[src/rtl/fetch_unit.sv]
// fetch_unit: PC generation, credit-limited imem requests and an in-order response queue
// feeding IF/ID. Define FETCH_MISALIGN_TRAP_EN to trap (halt) on misaligned redirects.
module fetch_unit #(
    parameter logic [31:0] RESET_PC   = 32'h0000_0000,
    parameter int unsigned FIFO_DEPTH = 2
) (
    input  logic        clock,
    input  logic        resetn,
    output logic        req_valid,
    output logic [31:0] req_addr,
    input  logic        req_ready,
    input  logic        resp_valid,
    input  logic [31:0] resp_data,
    input  logic        stall,
    input  logic        redirect_valid,
    input  logic [31:0] redirect_pc,
    output logic [31:0] instruction,
    output logic [31:0] program_counter,
    output logic        valid_out,
    output logic        fetch_misaligned
);
    localparam int unsigned AW = $clog2(FIFO_DEPTH);
    localparam int unsigned CW = AW + 1;
    localparam logic [31:0] NOP = 32'h0000_0013;

    typedef enum logic [1:0] {
        S_START = 2'd0,
        S_RUN   = 2'd1
`ifdef FETCH_MISALIGN_TRAP_EN
        , S_HALT = 2'd2
`endif
    } state_t;

    state_t          state, state_next;
    logic [31:0]     pc, tag_pc;
    logic [CW-1:0]   outstanding, drop_cnt, count;
    logic [AW-1:0]   wr_ptr, rd_ptr;
    logic [31:0]     data_mem [FIFO_DEPTH];
    logic [31:0]     pc_mem   [FIFO_DEPTH];
    logic [CW:0]     in_flight;
    logic            issue, dropping, push, pop;
    logic [31:0]     redirect_aligned;

    assign redirect_aligned = redirect_pc & ~32'h3;
    assign issue            = req_valid && req_ready;
    assign dropping         = resp_valid && (drop_cnt != '0);
    assign push             = resp_valid && !dropping;
    assign valid_out        = (count != '0);
    assign pop              = valid_out && !stall;
    assign req_addr         = pc;
    assign instruction      = valid_out ? data_mem[rd_ptr] : NOP;
    assign program_counter  = valid_out ? pc_mem[rd_ptr]   : '0;

    always_ff @(posedge clock or negedge resetn) begin
        if (!resetn) state <= S_START;
        else         state <= state_next;
    end

    // Queued entries count against the credit limit too, so the queue can never overflow.
    always_comb begin
        state_next = state;
        in_flight  = {1'b0, outstanding} + {1'b0, count};
        req_valid  = (state == S_RUN) && !redirect_valid && (in_flight < (CW+1)'(FIFO_DEPTH));
        case (state)
            S_START: state_next = S_RUN;
            default: state_next = state;
        endcase
`ifdef FETCH_MISALIGN_TRAP_EN
        if (redirect_valid)
            state_next = (redirect_pc[1:0] != 2'b00) ? S_HALT : S_RUN;
`endif
    end

    always_ff @(posedge clock) begin
        if (push && !redirect_valid) begin
            data_mem[wr_ptr] <= resp_data;
            pc_mem[wr_ptr]   <= tag_pc;
        end
    end

    // Every request still in flight at a redirect is stale; one arriving this cycle is dropped here.
    always_ff @(posedge clock or negedge resetn) begin
        if (!resetn) begin
            pc          <= RESET_PC;
            tag_pc      <= RESET_PC;
            outstanding <= '0;
            drop_cnt    <= '0;
            count       <= '0;
            wr_ptr      <= '0;
            rd_ptr      <= '0;
        end else if (redirect_valid) begin
            pc          <= redirect_aligned;
            tag_pc      <= redirect_aligned;
            outstanding <= outstanding - CW'(resp_valid);
            drop_cnt    <= outstanding - CW'(resp_valid);
            count       <= '0;
            wr_ptr      <= '0;
            rd_ptr      <= '0;
        end else begin
            if (issue)    pc       <= pc + 32'd4;
            if (dropping) drop_cnt <= drop_cnt - CW'(1);
            if (push) begin
                wr_ptr <= wr_ptr + AW'(1);
                tag_pc <= tag_pc + 32'd4;
            end
            if (pop) rd_ptr <= rd_ptr + AW'(1);
            outstanding <= outstanding + CW'(issue) - CW'(resp_valid);
            count       <= count + CW'(push) - CW'(pop);
        end
    end

`ifdef FETCH_MISALIGN_TRAP_EN
    logic misaligned_q;
    always_ff @(posedge clock or negedge resetn) begin
        if (!resetn)             misaligned_q <= 1'b0;
        else if (redirect_valid) misaligned_q <= (redirect_pc[1:0] != 2'b00);
    end
    assign fetch_misaligned = misaligned_q;
`else
    assign fetch_misaligned = 1'b0;
`endif

endmodule

[config.mk]
export PLATFORM = sky130hd
export DESIGN_NAME = fetch_unit
export DESIGN_NICKNAME = d
export VERILOG_FILES = /design/src/rtl/fetch_unit.sv
export SDC_FILE = /design/constraint.sdc
export NUM_CORES = 1
export LEC_CHECK = 0
export ABC_AREA = 1
export BUFFER_PORTS_ARGS = -buffer_cell sky130_fd_sc_hd__buf_2
export CAP_MARGIN = 5
export CORE_ASPECT_RATIO = 0.9
export CORE_MARGIN = 3
export CORE_UTILIZATION = 31
export DETAILED_ROUTE_END_ITERATION = 8
export HOLD_SLACK_MARGIN = 0.15
export PLACE_DENSITY = 0.56
export SLEW_MARGIN = 30
export SYNTH_ARGS = -nofsm -noshare
export SYNTH_HDL_FRONTEND = slang
export SYNTH_SLANG_ARGS = --single-unit
[constraint.sdc]
create_clock -name clock -period 4 [get_ports clock]
set_clock_uncertainty 0.2 [all_clocks]
set_input_delay 0.4 -clock clock [delete_from_list [all_inputs] [get_ports clock]]
set_output_delay 0.4 -clock clock [all_outputs]
set_load 0.005 [all_outputs]
==> results of run 1 <==
## repair_timing
action,in CTS,in global routing
hold endpoints to repair,148,0
hold buffers,61,0
setup endpoints to repair,0,0
## final timing paths
check	start	endpoint	slack (ps)	depth (start not counted)
hold reg to reg	drop_cnt[1]	drop_cnt[1]	320	2
max in group asynchronous	resetn	req_addr[17]	2360	3
hold / removal	redirect_pc[30]	req_addr[30]	170	5
setup / recovery	count[1]	instruction[1]	1280	5
min in group asynchronous	resetn	req_addr[25]	410	2
setup reg to reg	count[0]	outstanding[1]	1370	13
## worst max-delay path, cell delays in order, from the launching register on
cell and delay [ps]:
dfrtp_1 450, nor2_4 560, buf_12 290, inv_1 130
nand3_1 100, buf_2 120
## cells in the final DEF, fill, tap and decap left out, types with 3 or more instances in the layout
master and n:
dfrtp_1 68, xnor2_1 5, clkinv_8 3, nand2_2 6
buf_4 10, clkbuf_16 17, inv_6 3, nor3_2 3
inv_8 4, inv_2 3, nand3b_1 3, o21ai_0 23
nand2_1 343, inv_1 85, a21oi_1 70, nor2_2 12
ha_1 8, o21bai_1 6, xor2_1 20, nand4_1 14
o211ai_1 12, o221ai_1 4, nor3_1 7, nor2_4 10
conb_1 6, buf_12 3, edfxtp_1 124, dlygate4sd3_1 61
nor2_1 60, buf_2 161, nand3_1 77
## kinds of logic after synthesis
logic type      synth area share (%)
fa+ha+maj                       1.28
flops                           58.1
xor+xnor                        2.33
other cells                   0.0801
buf+inv                         5.78
compound gates                  7.27
simple gates                    25.1
## state kept, by name, summed over array words and instances, names as in the netlist
name / count
data_mem: 64
pc_mem: 60
req_addr: 30
tag_pc: 30
count: 2
drop_cnt: 2
outstanding: 2
rd_ptr: 1
state: 1
wr_ptr: 1
## power groups by stage
stage,clock (mW),sequential (mW),combinational (mW)
2_1_floorplan,0,2.66,1.01
3_3_place_gp,0,2.74,1.69
3_5_place_dp,0,2.75,1.71
4_1_cts,1.74,2.71,1.77
5_1_grt,1.82,2.75,1.98
6_report,1.70,2.71,1.74
## per-stage QoR
stage	hold slack [ps]	power [mW]	utilization (%)
after floorplan	-95.6	3.67	-
after global placement	301	4.42	36.3
after detailed placement	308	4.46	36.3
after CTS	155	6.21	40.4
after global routing	175	6.55	40.4
final	167	6.16	40.4
## final cells by class
cell class,instances,area [um2]
clock buffers,18,429
flip-flops and latches,193,5450
clock inverters,14,161
multi-input cells,704,3420
inverters,91,347
repair buffers,235,1550
fillers,2927,17500
well taps,396,495
## per-layer routing
layer	wire length [um]	vias up	global-route usage, %
li1	-	3812	-
met1	12800	3599	24.1
met2	10900	266	23.8
met3	1950	8	2.93
met4	110	0	2.73
met5	0	-	0
==> results.md, run 1 <==
- Rows: 59
- Status: complete, no violations
- Synth area leader: edfxtp_1
- Dpl ws: 1350 ps
- Synthesis-to-layout area growth: 26.5%
- Clock period minus worst slack: 2720 ps
- Clk_lat worst skew: 430 ps
- Worst vdd rail ir drop: 0.000366 V
- Startpoint Class: flop
- Setup violators final: 0
- CTS Buffer Depth: 2
- Ports: 169
- H-tree depth: 4
- Max-slew violation count: 0
- DIE AREA: 32400 um2
- Post-synth EDFFs: 124
- Least-Margin Pin Slew: 901 ps
- Syn_area_per_cell: 9.18 um2
- CP Data Arrival Time: 2120 ps
- I/O Buffers: 161
- Core area: 29400 um2
- Commonest cells post-synth: nand2_1 (343), edfxtp_1 (124), inv_1 (85)
- Largest net degree at the start of global routing: 65
- Initial antenna violation count: 0
- Area post-placement: 10700 um2
- Fmax achieved: 0.367 GHz
- Period utilization: 68.1%
- Yosys reg bits: 193
- TritonCTS clock tree: yes
- Die width: 189 um
- Placer Congestion: 0.850
- Pre-antenna DRT Iters: 5
- Maximum fanout along the worst path: 38
- Pleak: 5.09 nW
- Vias/cell: 4.65
- # nets final: 1321
- Top FF cell, synth: edfxtp_1
- Most frequent cell after synthesis: nand2_1
- Yosys warns: 0
- Clock Power Share: 27.6%
- Seq pwr share: 44.0%
- Post_cts resized: 0
- Total setup buffers inserted after CTS: 0
- Layout Cells excl Fill: 1651
- First-pass GRT wire length: 40000 um
- Layout cells sized above 1: 19.8%
- Sw Pwr: 2.23 mW
- Yosys top cell area share: 39.7%
- TritonCTS buffer count: 17
- Crit Path Class: flop to primary output
- Post-synthesis sequential area ratio: 58.1%
- Clock transition at the registers of the reported paths: 80 ps
- Finished Cell Area: 11900 um2
- Setup TNS: 0 ps
- Routed Antenna Nets: 0
- Final hold violation count: 0
- Netlist Area Pre-Place: 9380 um2
- PwrDens: 519 nW/um2
- Via count: 7685
- Total GRT Usage: 15.8%
- Number of max-cap violations: 0
- Grt total ovfl: 0
- Power Internal: 3.93 mW
- Fin worst setup slack: 1280 ps
- Hold crit path type: input port to flop
- HPWL Detailed: 17900 um
- Unique masters post-synth: 41
- Worst Setup End Kind: primary output
- Starting Density: 31.9%
- Placed Cells: 1558
- Switching share of total power: 36.2%
- Post-route DRC: 0
- Slew margin rel.: 39.9%
- Synth Instances: 1022
- Combinational power share: 28.3%
- Clock sink count: 193
- Routed WL: 25800 um
- RSZ-0062 raised after global routing: false
- Post-DR wirelength/cell: 15.6 um
- Die height: 171 um
- Ranking of synthesized cells by area: edfxtp_1 (40%), dfrtp_1 (18%), nand2_1 (14%)
- Root buffer cell: clkbuf_16
- Drt first-iter violations: 504
- FFs w/ async S/R, synth: 35.8%
- Ant diodes: 0
- Vias in the first global route: 7238
- Worst EP required: 3400 ps
(Power assumes the default switching activity.)
==> run 2, diff against run 1 <==
ABC_AREA = 0   (was 1)
PLACE_DENSITY = 0.55   (was 0.56)
clock period = 2.55 ns   (was 4 ns; I/O delays follow)
==> run 2 against run 1 <==
The flow now finishes with violations (negative setup slack). Die area fell by 8.4%. Hold slack improved by 70 ps. Clock power is 52% higher. Synthesized cell count is 32% lower. Final area decreased by 4.0%. Register-to-register slack lost 1600 ps. Highest routed layer unchanged. Sequential share of layout area grew 1.9 points. Count of clock-buffer cells in the layout unchanged. Cell count fell by 21%. First-iteration DRC count down 15%.
==> results.md, run 2 <==
- Top FF cell, synth: edfxtp_1 (unchanged)
- CP Data Arrival Time: 2970 ps (was 2120 ps)
- Post-synthesis mux area share: 7.62% (was 0%)
- Worst reg-to-reg path cell count: 11 (was 13)
- Rows: 57 (was 59)
- Post-route DRC: 0 (unchanged)
- Dpl ws: -273 ps (was 1350 ps)
- Die width: 181 um (was 189 um)
- Routed WL: 21800 um (was 25800 um)
- Ports: 169 (unchanged)
- Routed Antenna Nets: 0 (unchanged)
- Drt first-iter violations: 427 (was 504)
- Syn_area_per_cell: 12.4 um2 (was 9.18 um2)
- Yosys reg bits: 193 (unchanged)
- CTS Buffer Depth: 2 (unchanged)
- Hold crit path type: input port to async pin (was input port to flop)
- Clock sink count: 193 (unchanged)
- Slew margin rel.: 46.3% (was 39.9%)
- Pleak: 4.47 nW (was 5.09 nW)
- Xor/xnor cell area share of the yosys netlist: 3.99% (was 2.33%)
- Slowest Stage Delay on Critical Path: 520 ps (was 560 ps)
- Status: finished with violations (was complete, no violations)
- TritonCTS buffer count: 17 (unchanged)
- Netlist Area Pre-Place: 8570 um2 (was 9380 um2)
- RSZ-0062 raised after global routing: true (was false)
- Core area: 27100 um2 (was 29400 um2)
- Initial antenna violation count: 0 (unchanged)
- Post-synth EDFFs: 124 (unchanged)
- Crit Path Class: flop to flop (was flop to primary output)
- Reg2reg end: outstanding[1] (unchanged)
- DIE AREA: 29700 um2 (was 32400 um2)
- First-pass GRT wire length: 33600 um (was 40000 um)
- Vias/cell: 4.78 (was 4.65)
- Commonest non-fill, non-tap cells in the layout: buf_2 (160), edfxtp_1 (124), nor2_1 (84) (was nand2_1 (343), buf_2 (161), edfxtp_1 (124))
- Most frequent cell after synthesis: edfxtp_1 (was nand2_1)
- Crit-path cells: and2_4 > fa_1 > or4b_4 > nor2_4 > inv_2 > ha_4 > inv_2 > ha_4 > xnor2_1 > o21ai_1 > xor2_1 (was nor2_4 > buf_12 > inv_1 > nand3_1 > buf_2)
- Synth area leader: edfxtp_1 (unchanged)
- Setup violators final: 23 (was 0)
- Pre-antenna DRT Iters: 5 (unchanged)
- Worst vdd rail ir drop: 0.000439 V (was 0.000366 V)
- CP max-delay cell: or4b_4 (was nor2_4)
- Yosys warns: 0 (unchanged)
- Starting Density: 31.6% (was 31.9%)
- Unique masters post-synth: 49 (was 41)
- Die height: 164 um (was 171 um)
- Maximum fanout along the worst path: 2 (was 38)
- H-tree depth: 4 (unchanged)
- Period utilization: 111%
- Post-synthesis sequential area ratio: 63.6% (was 58.1%)
- Root buffer cell: clkbuf_16 (unchanged)
- I/O Buffers: 161 (unchanged)
- Worst EP required: 2700 ps (was 3400 ps)
- M3 GR Usage: 2.90% (was 2.93%)
- Post-DR wirelength/cell: 16.7 um (was 15.6 um)
- # nets final: 1020 (was 1321)
- GR Layer Usage met2: 21.3% (was 23.8%)
- PwrDens: 788 nW/um2 (was 519 nW/um2)
- Failing checks: negative setup slack
- Busiest grt layer: met1 (unchanged)
- Top Registers: data_mem x64, pc_mem x60 (unchanged)
- Synthesis-to-layout area growth: 32.9% (was 26.5%)
- Setup TNS: -2320 ps (was 0 ps)
- HPWL Detailed: 14700 um (was 17900 um)
- Grt total ovfl: 0 (unchanged)
- Critical R2R Launch: outstanding[0] (was count[0])
- Ant diodes: 0 (unchanged)
- Max-slew violation count: 0 (unchanged)
- Max FFs per register: 64 (unchanged)
- Startpoint Class: flop (unchanged)
- Least-Margin Pin Slew: 804 ps (was 901 ps)
- Synth Area in Simple Gates: 14.2% (was 25.1%)
- TritonCTS clock tree: yes (unchanged)
- Via count: 6249 (was 7685)
- Clock transition at the registers of the reported paths: 80 ps (about the same)
- Ranking of synthesized cells by area: edfxtp_1 (43%), dfrtp_1 (20%), mux2i_1 (7.4%) (was edfxtp_1 (40%), dfrtp_1 (18%), nand2_1 (14%))
- Vias in the first global route: 5937 (was 7238)
- Most flops, register: data_mem (unchanged)
- Layout cells sized above 1: 27.9% (was 19.8%)
- Adder-cell area share of the yosys netlist: 1.40% (was 1.28%)
- Synth Instances: 691 (was 1022)
- Clock period minus worst slack: 2820 ps
- Placer Congestion: 0.827 (was 0.850)
- Fillers: 2609 (was 2927)
- Fin worst setup slack: -270 ps (was 1280 ps)
- Met1 usage: 22.1% (was 24.1%)
- Compound-Gate Fraction of Synth Area: 6.44% (was 7.27%)
- R2r setup slk: -270 ps (was 1370 ps)
- Commonest cells post-synth: edfxtp_1 (124), nor2_1 (86), dfrtp_1 (69) (was nand2_1 (343), edfxtp_1 (124), inv_1 (85))
- Worst Setup End Kind: flop (was primary output)
- Critical path endpoint: outstanding[1] (was instruction[1])
- Largest net degree at the start of global routing: 63 (was 65)
- Final hold violation count: 0 (unchanged)
- Fmax achieved: 0.355 GHz
- Commonest non-fill, non-tap cell in the layout: buf_2 (was nand2_1)
- Number of max-cap violations: 0 (unchanged)
- Largest family of logic cells by synthesized area: simple AND/OR/NAND/NOR gates (unchanged)
- Total GRT Usage: 14.5% (was 15.8%)
- Worst Setup SP: outstanding[0] (was count[1])
- Yosys top cell area share: 43.5% (was 39.7%)
- FFs w/ async S/R, synth: 35.8% (unchanged)
- Clk_lat worst skew: 430 ps (about the same)
## run 2: cell count changes after synthesis, sizes merged, moves of 9 or more
cell    delta
a21oi     -63
and3       +9
buf       -10
inv       -74
mux2i     +63
nand2    -287
nand3     -48
nand4     +13
o21ai     +16
o311ai    +12
## run 2: cell type report
class                      instances  area [um2]  share of cell area [%]
clock buffer                      18         429                    3.77
inverter                          16        65.1                   0.571
multi-input combinational        451        3030                    26.6
timing repair buffer             262        1820                    16.0
tap                              354         443                    3.89
sequential                       193        5450                    47.9
clock inverter                    14         139                    1.22
## run 2: worst min path at each step
| stage | to | slack, ps | cells past startpoint | startpoint |
|---|---|---|---|---|
| floorplan | count[0] | -240 | 0 | resetn |
| global placement | req_addr[23] | 70 | 1 | resetn |
| detailed placement | req_addr[23] | 70 | 1 | resetn |
| CTS | req_addr[27] | 230 | 3 | resetn |
| global route | req_addr[27] | 250 | 3 | resetn |
| finish | tag_pc[21] | 240 | 3 | resetn |
## run 2: kinds of logic (layout without fill, tap and decap cells)
| kind of cell | after synthesis | count (layout) |
|---|---|---|
| AND/OR/NAND/NOR | 245 | 245 |
| flip-flops | 193 | 193 |
| AO/OA/AOI/OAI | 87 | 87 |
| multiplexers | 65 | 65 |
| buffers and inverters | 51 | 310 |
| XOR/XNOR | 39 | 39 |
| adder cells (fa/ha/maj) | 9 | 9 |
| other | 2 | 6 |
## run 2: report_power, final
| part | switching [mW] | total, mW | internal (mW) |
|---|---|---|---|
| clock network | 1.28 | 2.58 | 1.31 |
| logic | 1.29 | 2.42 | 1.13 |
| registers | 0.313 | 3.97 | 3.66 |
| total | 2.88 | 8.97 | 6.09 |
## run 2: critical path, delay by kind of cell (launching register included)
family	cells	cell delay, ps
DFF	1	380
and+or+nand+nor	3	790
AOI/OAI and AO/OA	1	150
buffers and inverters	2	100
adders and majority gates	3	850
xor gates and xnor gates	2	280
## run 2: repair_timing
action	in CTS	in global routing
buffers inserted	0	1
gates cloned	1	0
setup endpoints to repair	30	32
gates resized for setup	19	14
pin swaps	22	10
hold buffers	69	0
hold endpoints to repair	194	0
## run 2: per-stage QoR
stage	instances	utilization, %	power, mW	cell area (um2)	hold WS, ps
final	1308	42.0	8.97	11400	236
after global routing	1308	42.0	9.52	11400	252
after CTS	1307	41.7	9.06	11300	233
after detailed placement	1205	36.9	6.35	10000	73.9
after global placement	1205	36.9	6.32	10000	72.7
after floorplan	695	-	5.26	8640	-241
## run 2: metal layers
layer  wire [um]  share of wire [%]
met5           0                  0
met3        1160                5.3
met2        9430                 43
met1       11000                 50
met4         246                1.1
